**src/rtl/cc_pkg.sv**
```systemverilog
// Shared widths, FSM encodings and address layout for the read-only direct-mapped cache
// controller.
package cc_pkg;

    localparam int ADDR_W = 32;
    localparam int DATA_W = 64;
    localparam int IDX_W  = 9;
    localparam int OFF_W  = 6;
    localparam int TAG_W  = ADDR_W - IDX_W - OFF_W;
    localparam int BEATS  = (2 ** OFF_W) * 8 / DATA_W;
    localparam int BEAT_W = $clog2(BEATS);

    typedef logic [3:0] state_t;

    localparam state_t S_INIT    = 4'd0;
    localparam state_t S_IDLE    = 4'd1;
    localparam state_t S_LOOKUP  = 4'd2;
    localparam state_t S_DATA    = 4'd3;
    localparam state_t S_RSP     = 4'd4;
    localparam state_t S_MISS_AR = 4'd5;
    localparam state_t S_REFILL  = 4'd6;
    localparam state_t S_TAG_WR  = 4'd7;
    localparam state_t S_REREAD  = 4'd8;

    typedef struct packed {
        logic [TAG_W-1:0] tag;
        logic [IDX_W-1:0] index;
        logic [OFF_W-1:0] offset;
    } addr_t;

endpackage

```
**src/rtl/cc_cache_ctrl.sv**
```systemverilog
// Main sequencer of the direct-mapped read-only cache: tag sweep after reset, lookup,
// hit read-out and 8-beat line refill.
module cc_cache_ctrl
    import cc_pkg::*;
(
    input  logic                clk,
    input  logic                rst_n,
    input  logic                req_valid_i,
    output logic                req_ready_o,
    input  logic [ADDR_W-1:0]   req_addr_i,
    output logic                rsp_valid_o,
    input  logic                rsp_ready_i,
    output logic [DATA_W-1:0]   rsp_data_o,
    output logic                hs_pulse_o,
    input  logic                hit_i,
    input  logic                miss_i,
    output logic                tag_rd_en_o,
    output logic                tag_wr_en_o,
    output logic [IDX_W-1:0]    tag_addr_o,
    output logic [TAG_W:0]      tag_wdata_o,
    output logic                data_rd_en_o,
    output logic                data_wr_en_o,
    output logic [IDX_W+2:0]    data_addr_o,
    output logic [DATA_W-1:0]   data_wdata_o,
    input  logic [DATA_W-1:0]   data_rdata_i,
    output logic                mem_arvalid_o,
    input  logic                mem_arready_i,
    output logic [ADDR_W-1:0]   mem_araddr_o,
    output logic [7:0]          mem_arlen_o,
    input  logic                mem_rvalid_i,
    output logic                mem_rready_o,
    input  logic [DATA_W-1:0]   mem_rdata_i,
    input  logic                mem_rlast_i
);

    state_t            state_q, state_d;
    // Set counter during the tag sweep, beat counter during a refill.
    logic [IDX_W-1:0]  cnt_q, cnt_d;
    addr_t             addr_q, addr_d;
    addr_t             req_addr;
    logic [DATA_W-1:0] rsp_data_q, rsp_data_d;
    logic [BEAT_W-1:0] beat;
    logic [BEAT_W-1:0] word;

    assign req_addr = addr_t'(req_addr_i);
    assign beat     = cnt_q[BEAT_W-1:0];
    assign word     = addr_q.offset[OFF_W-1 -: BEAT_W];

    always_comb begin
        state_d       = state_q;
        cnt_d         = cnt_q;
        addr_d        = addr_q;
        rsp_data_d    = rsp_data_q;
        req_ready_o   = 1'b0;
        rsp_valid_o   = 1'b0;
        rsp_data_o    = '0;
        hs_pulse_o    = 1'b0;
        tag_rd_en_o   = 1'b0;
        tag_wr_en_o   = 1'b0;
        tag_addr_o    = '0;
        tag_wdata_o   = '0;
        data_rd_en_o  = 1'b0;
        data_wr_en_o  = 1'b0;
        data_addr_o   = '0;
        data_wdata_o  = '0;
        mem_arvalid_o = 1'b0;
        mem_araddr_o  = '0;
        mem_arlen_o   = '0;
        mem_rready_o  = 1'b0;
        // Everything stays quiet while reset is held, including SRAM strobes.
        if (rst_n) begin
            rsp_data_o = rsp_data_q;
            case (state_q)
                S_INIT: begin
                    tag_wr_en_o = 1'b1;
                    tag_addr_o  = cnt_q;
                    cnt_d       = cnt_q + IDX_W'(1);
                    if (cnt_q == '1) state_d = S_IDLE;
                end
                S_IDLE: begin
                    req_ready_o = 1'b1;
                    if (req_valid_i) begin
                        hs_pulse_o  = 1'b1;
                        tag_rd_en_o = 1'b1;
                        tag_addr_o  = req_addr.index;
                        addr_d      = req_addr;
                        state_d     = S_LOOKUP;
                    end
                end
                S_LOOKUP: begin
                    if (hit_i) begin
                        data_rd_en_o = 1'b1;
                        data_addr_o  = {addr_q.index, word};
                        state_d      = S_DATA;
                    end else begin
                        state_d = S_MISS_AR;
                    end
                end
                S_DATA: begin
                    rsp_data_d = data_rdata_i;
                    state_d    = S_RSP;
                end
                S_RSP: begin
                    rsp_valid_o = 1'b1;
                    if (rsp_ready_i) state_d = S_IDLE;
                end
                S_MISS_AR: begin
                    mem_arvalid_o = 1'b1;
                    mem_araddr_o  = {addr_q.tag, addr_q.index, {OFF_W{1'b0}}};
                    mem_arlen_o   = 8'(BEATS - 1);
                    if (mem_arready_i) begin
                        cnt_d   = '0;
                        state_d = S_REFILL;
                    end
                end
                S_REFILL: begin
                    mem_rready_o = 1'b1;
                    if (mem_rvalid_i) begin
                        data_wr_en_o = 1'b1;
                        data_addr_o  = {addr_q.index, beat};
                        data_wdata_o = mem_rdata_i;
                        cnt_d        = cnt_q + IDX_W'(1);
                        if (beat == BEAT_W'(BEATS - 1)) state_d = S_TAG_WR;
                    end
                end
                S_TAG_WR: begin
                    tag_wr_en_o = 1'b1;
                    tag_addr_o  = addr_q.index;
                    tag_wdata_o = {1'b1, addr_q.tag};
                    state_d     = S_REREAD;
                end
                S_REREAD: begin
                    data_rd_en_o = 1'b1;
                    data_addr_o  = {addr_q.index, word};
                    state_d      = S_DATA;
                end
                default: state_d = S_INIT;
            endcase
        end
    end

    always_ff @(posedge clk) begin
        if (!rst_n) begin
            state_q    <= S_INIT;
            cnt_q      <= '0;
            addr_q     <= '0;
            rsp_data_q <= '0;
        end else begin
            state_q    <= state_d;
            cnt_q      <= cnt_d;
            addr_q     <= addr_d;
            rsp_data_q <= rsp_data_d;
        end
    end

`ifndef SYNTHESIS
    a_hit_miss_onehot: assert property (@(posedge clk) disable iff (!rst_n)
        (state_q == S_LOOKUP) |-> (hit_i != miss_i));
    a_rlast_on_last_beat: assert property (@(posedge clk) disable iff (!rst_n)
        (state_q == S_REFILL && mem_rvalid_i) |-> (mem_rlast_i == (beat == BEAT_W'(BEATS - 1))));
`endif

endmodule

```
**config.mk**
```make
export PLATFORM = sky130hd
export DESIGN_NAME = cc_cache_ctrl
export DESIGN_NICKNAME = d
export VERILOG_FILES = /design/src/rtl/cc_pkg.sv /design/src/rtl/cc_cache_ctrl.sv
export SDC_FILE = /design/constraint.sdc
export NUM_CORES = 1
export LEC_CHECK = 0
export ABC_AREA = 1
export CORE_AREA = 3 3 150 152
export DETAILED_ROUTE_END_ITERATION = 8
export DIE_AREA = 0 0 153 155
export GPL_TIMING_DRIVEN = 0
export SYNTH_ARGS = -nofsm -noshare
export SYNTH_HDL_FRONTEND = slang
export SYNTH_SLANG_ARGS = --single-unit
```
**constraint.sdc**
```tcl
create_clock -name clk -period 4.6 [get_ports clk]
set_input_delay 0.69 -clock clk [delete_from_list [all_inputs] [get_ports clk]]
set_output_delay 0.69 -clock clk [all_outputs]
set_load 0.05 [all_outputs]
```
# Yosys cells after proc, flatten, opt, wreduce, memory -nomap -nowiden
# Cells that the tools add are included.
dict set report op_classes {
  eq_ne 16
  reduce_logical 6
  addsub 1
  mux 47
}
# cell count
set op_table {}
lappend op_table {{$mux W64} 4}
lappend op_table {{$mux W32} 2}
lappend op_table {{$pmux W9 S3} 2}
lappend op_table {{$mux W12} 3}
lappend op_table {{$mux W18} 2}
lappend op_table {{$mux W9} 4}
lappend op_table {{$pmux W12 S3} 1}
lappend op_table {{$pmux W4 S9} 1}
lappend op_table {{$mux W4} 6}
lappend op_table {{$mux W1} 18}
lappend op_table {{$eq A4 B3 Y1 const B} 4}
lappend op_table {{$ne A2 B2 Y1 const B} 6}
lappend op_table {{$add A9 B1 Y9 const B} 1}
lappend op_table {{$eq A9 B9 Y1 const B} 1}
lappend op_table {{$mux W3} 3}
lappend op_table {{$eq A4 B2 Y1 const B} 2}
lappend op_table {{$reduce_and A6 Y1} 1}
lappend op_table {{$eq A4 B1 Y1 const B} 1}
lappend op_table {{$eq A4 B4 Y1 const B} 1}
lappend op_table {{$logic_not A4 Y1} 1}
lappend op_table {{$eq A3 B3 Y1 const B} 1}
lappend op_table {{$reduce_and A3 Y1} 1}
lappend op_table {{$reduce_bool A3 Y1} 1}
lappend op_table {{$pmux W1 S2} 1}
lappend op_table {{other kinds (2)} 2}
dict set report totals {
  reg_bits 109
  out_inout_bits 216
  elab_cells 76
  input_bits 169
}

# Depth between registers and ports, before layout
# Gate-level depths: netlist (run 1).
dict set report logic_depth {
  ltp_word 4
  ltp_mapped 13
  ltp_nobuf 13
}

# Worst setup path before layout (run 1)
# OpenSTA, ideal clock, no wires.
dict set report synth_path {
  path_type {input -> output}
  start {in rst_n}
  end {out mem_araddr_o[10]}
  slack_ns 1.432
  arrival_time_ns 2.478
  path_stages 5
  path_buffers 1
  required_ns 3.910
  path_cell_list {clkinv_1 -> nor2_2 -> inv_2 -> buf_2 -> nor2_1}
}
dict set report synth_between {
  elab_chain_len 1
}
# element line
set synth_lines {}
lappend synth_lines {{start, declared} cc_cache_ctrl.sv:7} ;# input logic rst_n,
lappend synth_lines {{$mux W32} cc_cache_ctrl.sv:71} ;# if (rst_n) begin
lappend synth_lines {{end, declared} cc_cache_ctrl.sv:28} ;# output logic [ADDR_W-1:0] mem_araddr_o,
# No other way between the ends.

# Worst setup path after layout (run 1)
dict set report layout_path {
  start {in rst_n}
  end {out mem_araddr_o[15]}
}
# The elaborated chain is that of the path after synthesis.

==> flow_summary.json, run 1 <==
{
  "placed_area_um2": 9990,
  "netSwitchingFraction_pct": 42.6,
  "ctsResizeCount": 0,
  "cp_slowest_cell": "clkdlybuf4s50_1",
  "switching_power_mw": 1.53,
  "ios": 385,
  "syn2layout_area_growth_pct": 73.9,
  "worstHoldEndpoint": "addr_q[11]$_SDFFE_PN0N_",
  "path_class": "input port to output port",
  "grt_pass1_vias": 6805,
  "cts.sinks": 106,
  "sequentialPowerShare_pct": 32.8,
  "async_reset_ff_share_pct": 0,
  "ys_ff_latch": 106,
  "wl_met3_um": 2330,
  "design_area_um2": 10300,
  "synth-edff-count": 0,
  "yosysTopAreaCell": "dfxtp_1",
  "root_buffer": "clkbuf_16",
  "port_buffers": 368,
  "worstPathMaxFanout": 10,
  "post-route-period-util_pct": 89.6,
  "synth_area_um2": 5930,
  "worstPathRequired_ns": 3.91,
  "fin_skew_ns": 0.0175,
  "hold_depth": 2,
  "drc": 0,
  "timing.slew.headroom_pct": 54.9,
  "grt_pass1_wl_um": 38800,
  "combPwrFrac_pct": 44.8,
  "firstDrtPassIters": 4,
  "seq_area_um2": 2120,
  "p_int_mw": 2.06,
  "grt_use_total_pct": 20.9,
  "drv_cap": 0,
  "core_um2": 21200,
  "rr_worst_depth": 13,
  "setup_viol": 0,
  "max_slew.worst_pin.slew_ns": 0.676,
  "initial_utilization_pct": 28.0,
  "synth.distinct_cells": 32,
  "cts.reportedPaths.clkPinSlew_ns": 0.08,
  "r2r_setup_slack_ns": 2.54,
  "rsz0062_at_grt": "no",
  "wire_per_inst_um": 15.7,
  "antenna_found_initial": 5,
  "final_net_count": 1538,
  "clockBufferDepth": 2,
  "fill_cells": 2263,
  "peakVddDrop_mv": 0.186,
  "die_area_um2": 23700,
  "post-route-min-period_ns": 4.12,
  "worstSetupStartpointType": "input port",
  "clock_latency_ns": 0.36,
  "via_count": 6986,
  "path_cells": "clkdlybuf4s50_1 > clkinv_1 > nor2_2 > inv_2 > buf_2 > nor2_1 > clkdlybuf4s50_1",
  "p_leak_nw": 4.79,
  "final_common_cell": "clkdlybuf4s50_1",
  "worstPathArrival_ns": 3.43,
  "dr_wl_met2_um": 13400,
  "status": "finished, final reports clean",
  "htreeDepth": 3,
  "grt_max_degree": 21,
  "yosysTopAreaCellShare_pct": 35.8,
  "multiInputGateArea_um2": 2670,
  "post_drt_via_cell_ratio": 4.23,
  "cts_hold_buf": 0,
  "drt_iter0_drc": 305,
  "drt_wl_total_um": 25900,
  "syn_inst": 977,
  "hpwl_um": 21500,
  "die_x_um": 153,
  "highest_layer": "met5",
  "postRouteAntennaNets": 0,
  "grt-ovfl-total": 0,
  "tns_ns": 0,
  "min-delay-start": "addr_q[11]$_SDFFE_PN0N_",
  "drive_above_1_share_pct": 6.13,
  "rr_startpoint": "cnt_q[0]$_SDFFE_PN0P_",
  "synth_warnings": 0,
  "rows": 53,
  "cts_inserted_buffers": 9,
  "power_density_nw_per_um2": 348,
  "gp_congestion": 0.921,
  "timing.rr.end": "state_q[0]$_SDFFE_PN0P_",
  "hold_viol": 0,
  "synth_seq_area_share_pct": 35.8,
  "slew_violations": 0,
  "tritoncts": "built",
  "hold_path.class": "flip-flop to flip-flop",
  "syn_avg_cell_area_um2": 6.07,
  "most-common-layout-cells": "clkdlybuf4s50_1, nor2_1, inv_1",
  "end_kind": "output port",
  "critical_path.max_stage_delay_ns": 0.85,
  "die_y_um": 155,
  "crit_top_cell": "clkdlybuf4s50_1",
  "ys.flop_type": "dfxtp_1",
  "synthTopCellsByArea": "dfxtp_1, nor2_1, inv_1",
  "postCtsSetupBuffers": 0,
  "max_freq_ghz": 0.243,
  "pwr-share-clk_pct": 22.4,
  "drt-met1-wl_um": 9570
}
power by group through the flow:
stage	combinational, mW	sequential [mW]	clock, mW
5_1_grt	1.77	1.19	0.850
6_report	1.60	1.18	0.803
2_1_floorplan	1.09	1.18	0
3_3_place_gp	1.61	1.19	0
4_1_cts	1.62	1.18	0.819
3_5_place_dp	1.61	1.20	0
how the worst max path moves through the flow:
| stage | startpoint | cells after the start | to | slack [ns] |
|---|---|---|---|---|
| 3_3_place_gp | rst_n | 6 | data_addr_o[11] | 0.42 |
| 6_report | rst_n | 7 | mem_araddr_o[15] | 0.48 |
| 4_1_cts | rst_n | 6 | data_addr_o[11] | 0.40 |
| 2_1_floorplan | rst_n | 5 | mem_araddr_o[10] | 1.43 |
| 5_1_grt | rst_n | 6 | data_addr_o[11] | 0.28 |
| 3_5_place_dp | rst_n | 6 | data_addr_o[11] | 0.39 |
area by class of cell:
type                    count  share of cell area (%)
flip-flops and latches    106                    20.6
inverters                 209                    7.64
well taps                 275                    3.34
plain buffers              65                    3.71
clock inverters             6                   0.631
diodes                      4                  0.0971
multi-input cells         607                    25.9
repair buffers            368                    35.7
clock buffers              10                    2.32
cell families (layout without fill, tap and decap cells):
logic type,Yosys count,in the layout,synth area share [%]
buffers and inverters,274,658,19.7
flip-flops,106,106,35.8
AO/OA/AOI/OAI,134,134,12.1
adder cells (fa/ha/maj),3,3,0.633
AND/OR/NAND/NOR,457,457,31.4
XOR/XNOR,2,2,0.296
other,1,15,0.0633
critical path: cells and delay by family:
family | cells | cell delay, ns
AND/OR/NAND/NOR | 2 | 0.58
buffers and inverters | 5 | 2.16
routing by layer:
metal,up-vias,track usage [%]
li1,3644,-
met4,2,6.53
met5,-,0
met1,3039,21.8
met2,278,39.1
met3,23,7.54
metrics by stage:
| stage | std cells | power, mW | hold slack (ns) | util (%) | worst slack (ns) |
|---|---|---|---|---|---|
| floorplan | 987 | 2.26 | 0.430 | - | 1.43 |
| global placement | 1630 | 2.80 | 0.460 | 47.2 | 0.420 |
| detailed placement | 1630 | 2.81 | 0.468 | 47.2 | 0.388 |
| CTS | 1646 | 3.62 | 0.480 | 48.7 | 0.397 |
| global route | 1650 | 3.82 | 0.508 | 48.7 | 0.281 |
| finish | 1650 | 3.58 | 0.482 | 48.7 | 0.480 |
cell usage after synthesis (all sizes together), types with 3 or more instances:
library cell,count
a21oi,34
buf,37
clkbuf,28
dfxtp,106
ha,3
inv,208
nand2,156
nand3,22
nand3b,4
nor2,271
o211ai,3
o21ai,86
o221ai,6
o22ai,5
sequential cells by signal (all words and copies together), names as in the netlist:
signal / flops
state_q: 4
cnt_q: 9
addr_q: 29
rsp_data_q: 64
(Power assumes the default switching activity.)
==> run 2, diff against run 1 <==
--- a/config.mk
+++ b/config.mk
@@ -10,6 +10,7 @@
 export DETAILED_ROUTE_END_ITERATION = 8
 export DIE_AREA = 0 0 153 155
 export GPL_TIMING_DRIVEN = 0
+export PLACE_DENSITY = 0.64
 export SYNTH_ARGS = -nofsm -noshare
 export SYNTH_HDL_FRONTEND = slang
 export SYNTH_SLANG_ARGS = --single-unit
==> run 2 against run 1 <==
Effect of this change:
- global-route usage increased by 0.27 points
- non-clock buffer count unchanged
- cell count about the same
- clock skew decreased by 0.0072 ns
- wire length increased by 0.79%
- total power decreased by 0.50%
- flip-flop and latch count unchanged
- register-to-register slack about the same
- via count increased by 1.6%
- clock-buffer cell count unchanged
- worst setup slack got worse by 0.10 ns
- critical endpoint is now mem_araddr_o[20]
- largest power group unchanged
==> flow_summary.json, run 2 (synthesized netlist as in run 1, its figures left out) <==
{
  "final_net_count": 1538,
  "min-delay-start": "addr_q[10]$_SDFFE_PN0N_",
  "largest_reg_flops": 64,
  "core_um2": 21200,
  "antenna_found_initial": 9,
  "die_x_um": 153,
  "drc": 0,
  "cts_inserted_buffers": 9,
  "root_buffer": "clkbuf_16",
  "crit_top_cell": "clkdlybuf4s50_1",
  "worstSetupStartpointType": "input port",
  "p_int_mw": 2.04,
  "hold_path.class": "flip-flop to flip-flop",
  "fin_skew_ns": 0.0103,
  "syn2layout_area_growth_pct": 73.7,
  "multiInputGateArea_um2": 2670,
  "finalPower_mw": 3.57,
  "top_register": "rsp_data_q",
  "via_count": 7098,
  "netSwitchingFraction_pct": 42.9,
  "fill_cells": 2231,
  "path_class": "input port to output port",
  "p_leak_nw": 4.77,
  "drt_wl_total_um": 26100,
  "hold_viol": 0,
  "grt_max_degree": 20,
  "post_drt_via_cell_ratio": 4.30,
  "cts.reportedPaths.clkPinSlew_ns": 0.08,
  "worstPathArrival_ns": 3.53,
  "postCtsSetupBuffers": 0,
  "max_slew.worst_pin.slew_ns": 0.751,
  "setup_viol": 0,
  "switching_power_mw": 1.53,
  "pwr-share-clk_pct": 21.8,
  "end_kind": "output port",
  "grt_use_total_pct": 21.1,
  "slew_violations": 0,
  "tritoncts": "built",
  "peakVddDrop_mv": 0.188,
  "htreeDepth": 3,
  "tns_ns": 0,
  "ctsResizeCount": 0,
  "combPwrFrac_pct": 45.2,
  "wire_per_inst_um": 15.8,
  "postRouteAntennaNets": 0,
  "post-route-min-period_ns": 4.22,
  "cp-startpoint": "rst_n",
  "power_density_nw_per_um2": 346,
  "firstDrtPassIters": 4,
  "final_common_cell": "clkdlybuf4s50_1",
  "grt-ovfl-total": 0,
  "cts_hold_buf": 0,
  "reg_top3": "rsp_data_q x64, addr_q x29, cnt_q x9",
  "rows": 53,
  "drt_iter0_drc": 312,
  "worstPathMaxFanout": 10,
  "hpwl_um": 21800,
  "seq_area_um2": 2120,
  "utilization_pct": 48.7,
  "ios": 385,
  "max_freq_ghz": 0.237,
  "rr_worst_depth": 13,
  "timing.slew.headroom_pct": 49.9,
  "most-common-layout-cells": "clkdlybuf4s50_1, nor2_1, inv_1",
  "drive_above_1_share_pct": 6.05,
  "die_area_um2": 23700,
  "status": "finished, final reports clean",
  "drv_cap": 0,
  "cp_slowest_cell": "clkdlybuf4s50_1",
  "cts.sinks": 106,
  "rr_startpoint": "cnt_q[0]$_SDFFE_PN0P_",
  "worstPathRequired_ns": 3.91,
  "grt_pass1_wl_um": 39000,
  "die_y_um": 155,
  "port_buffers": 368,
  "hold_depth": 2,
  "clock_latency_ns": 0.36,
  "rsz0062_at_grt": "no",
  "sequentialPowerShare_pct": 33.0,
  "initial_utilization_pct": 28.0,
  "gp_congestion": 0.881,
  "path_cells": "clkdlybuf4s50_1 > clkinv_1 > nor2_2 > inv_2 > buf_2 > nor2_1 > clkdlybuf4s50_1",
  "clockBufferDepth": 2,
  "critical_path.max_stage_delay_ns": 0.84,
  "grt_pass1_vias": 7024,
  "post-route-period-util_pct": 91.7
}
==> run 2: cell types whose count changed in the layout (fill, tap and decap cells not counted) <==
cell / before / now
clkbuf_1: 23 / 24
clkbuf_8: 1 / 0
clkinv_4: 1 / 2
clkinvlp_4: 0 / 1
diode_2: 4 / 5
inv_6: 2 / 1
inv_8: 2 / 1
==> run 2: path summary, 6_finish.rpt <==
| kind | to | slack, ns |
|---|---|---|
| worst min-delay path | addr_q[10]$_SDFFE_PN0N_ | 0.48 |
| worst max register to register | state_q[0]$_SDFFE_PN0P_ | 2.54 |
| worst min register to register | addr_q[10]$_SDFFE_PN0N_ | 0.48 |
| worst max-delay path | mem_araddr_o[20] | 0.38 |
==> run 2: cell type report <==
cell class	instances	area share (%)
timing repair buffer	368	35.8
multi-input combinational	607	26.0
sequential	106	20.6
inverter	209	7.64
buffer	65	3.72
tap	275	3.34
clock buffer	10	2.22
clock inverter	6	0.596
antenna	5	0.122
==> run 2: critical path, delay by kind of cell <==
kind | cells | cell delay [ns]
buffers and inverters | 5 | 2.19
AND/OR/NAND/NOR | 2 | 0.64
==> run 2: per-stage QoR <==
step,setup WS [ns],cell area [um^2],hold slack [ns],instances
finish,0.380,10300,0.482,1651
global route,0.231,10300,0.502,1651
CTS,0.344,10300,0.480,1646
detailed placement,0.347,9990,0.469,1630
global placement,0.317,9990,0.462,1630
floorplan,1.43,5960,0.430,987
==> run 2: power by group through the flow <==
stage,Sequential (mW),Combinational (mW),Clock [mW]
floorplan,1.18,1.09,0
global placement,1.19,1.61,0
detailed placement,1.20,1.62,0
CTS,1.18,1.63,0.799
finish,1.18,1.61,0.778
global route,1.19,1.79,0.836
==> run 2: routing by layer <==
metal | part of all wire [%] | GRT usage (%)
met5 | 0.15 | 0
met4 | 3.2 | 9.25
met3 | 9.1 | 7.68
met2 | 52 | 39.3
met1 | 36 | 21.2
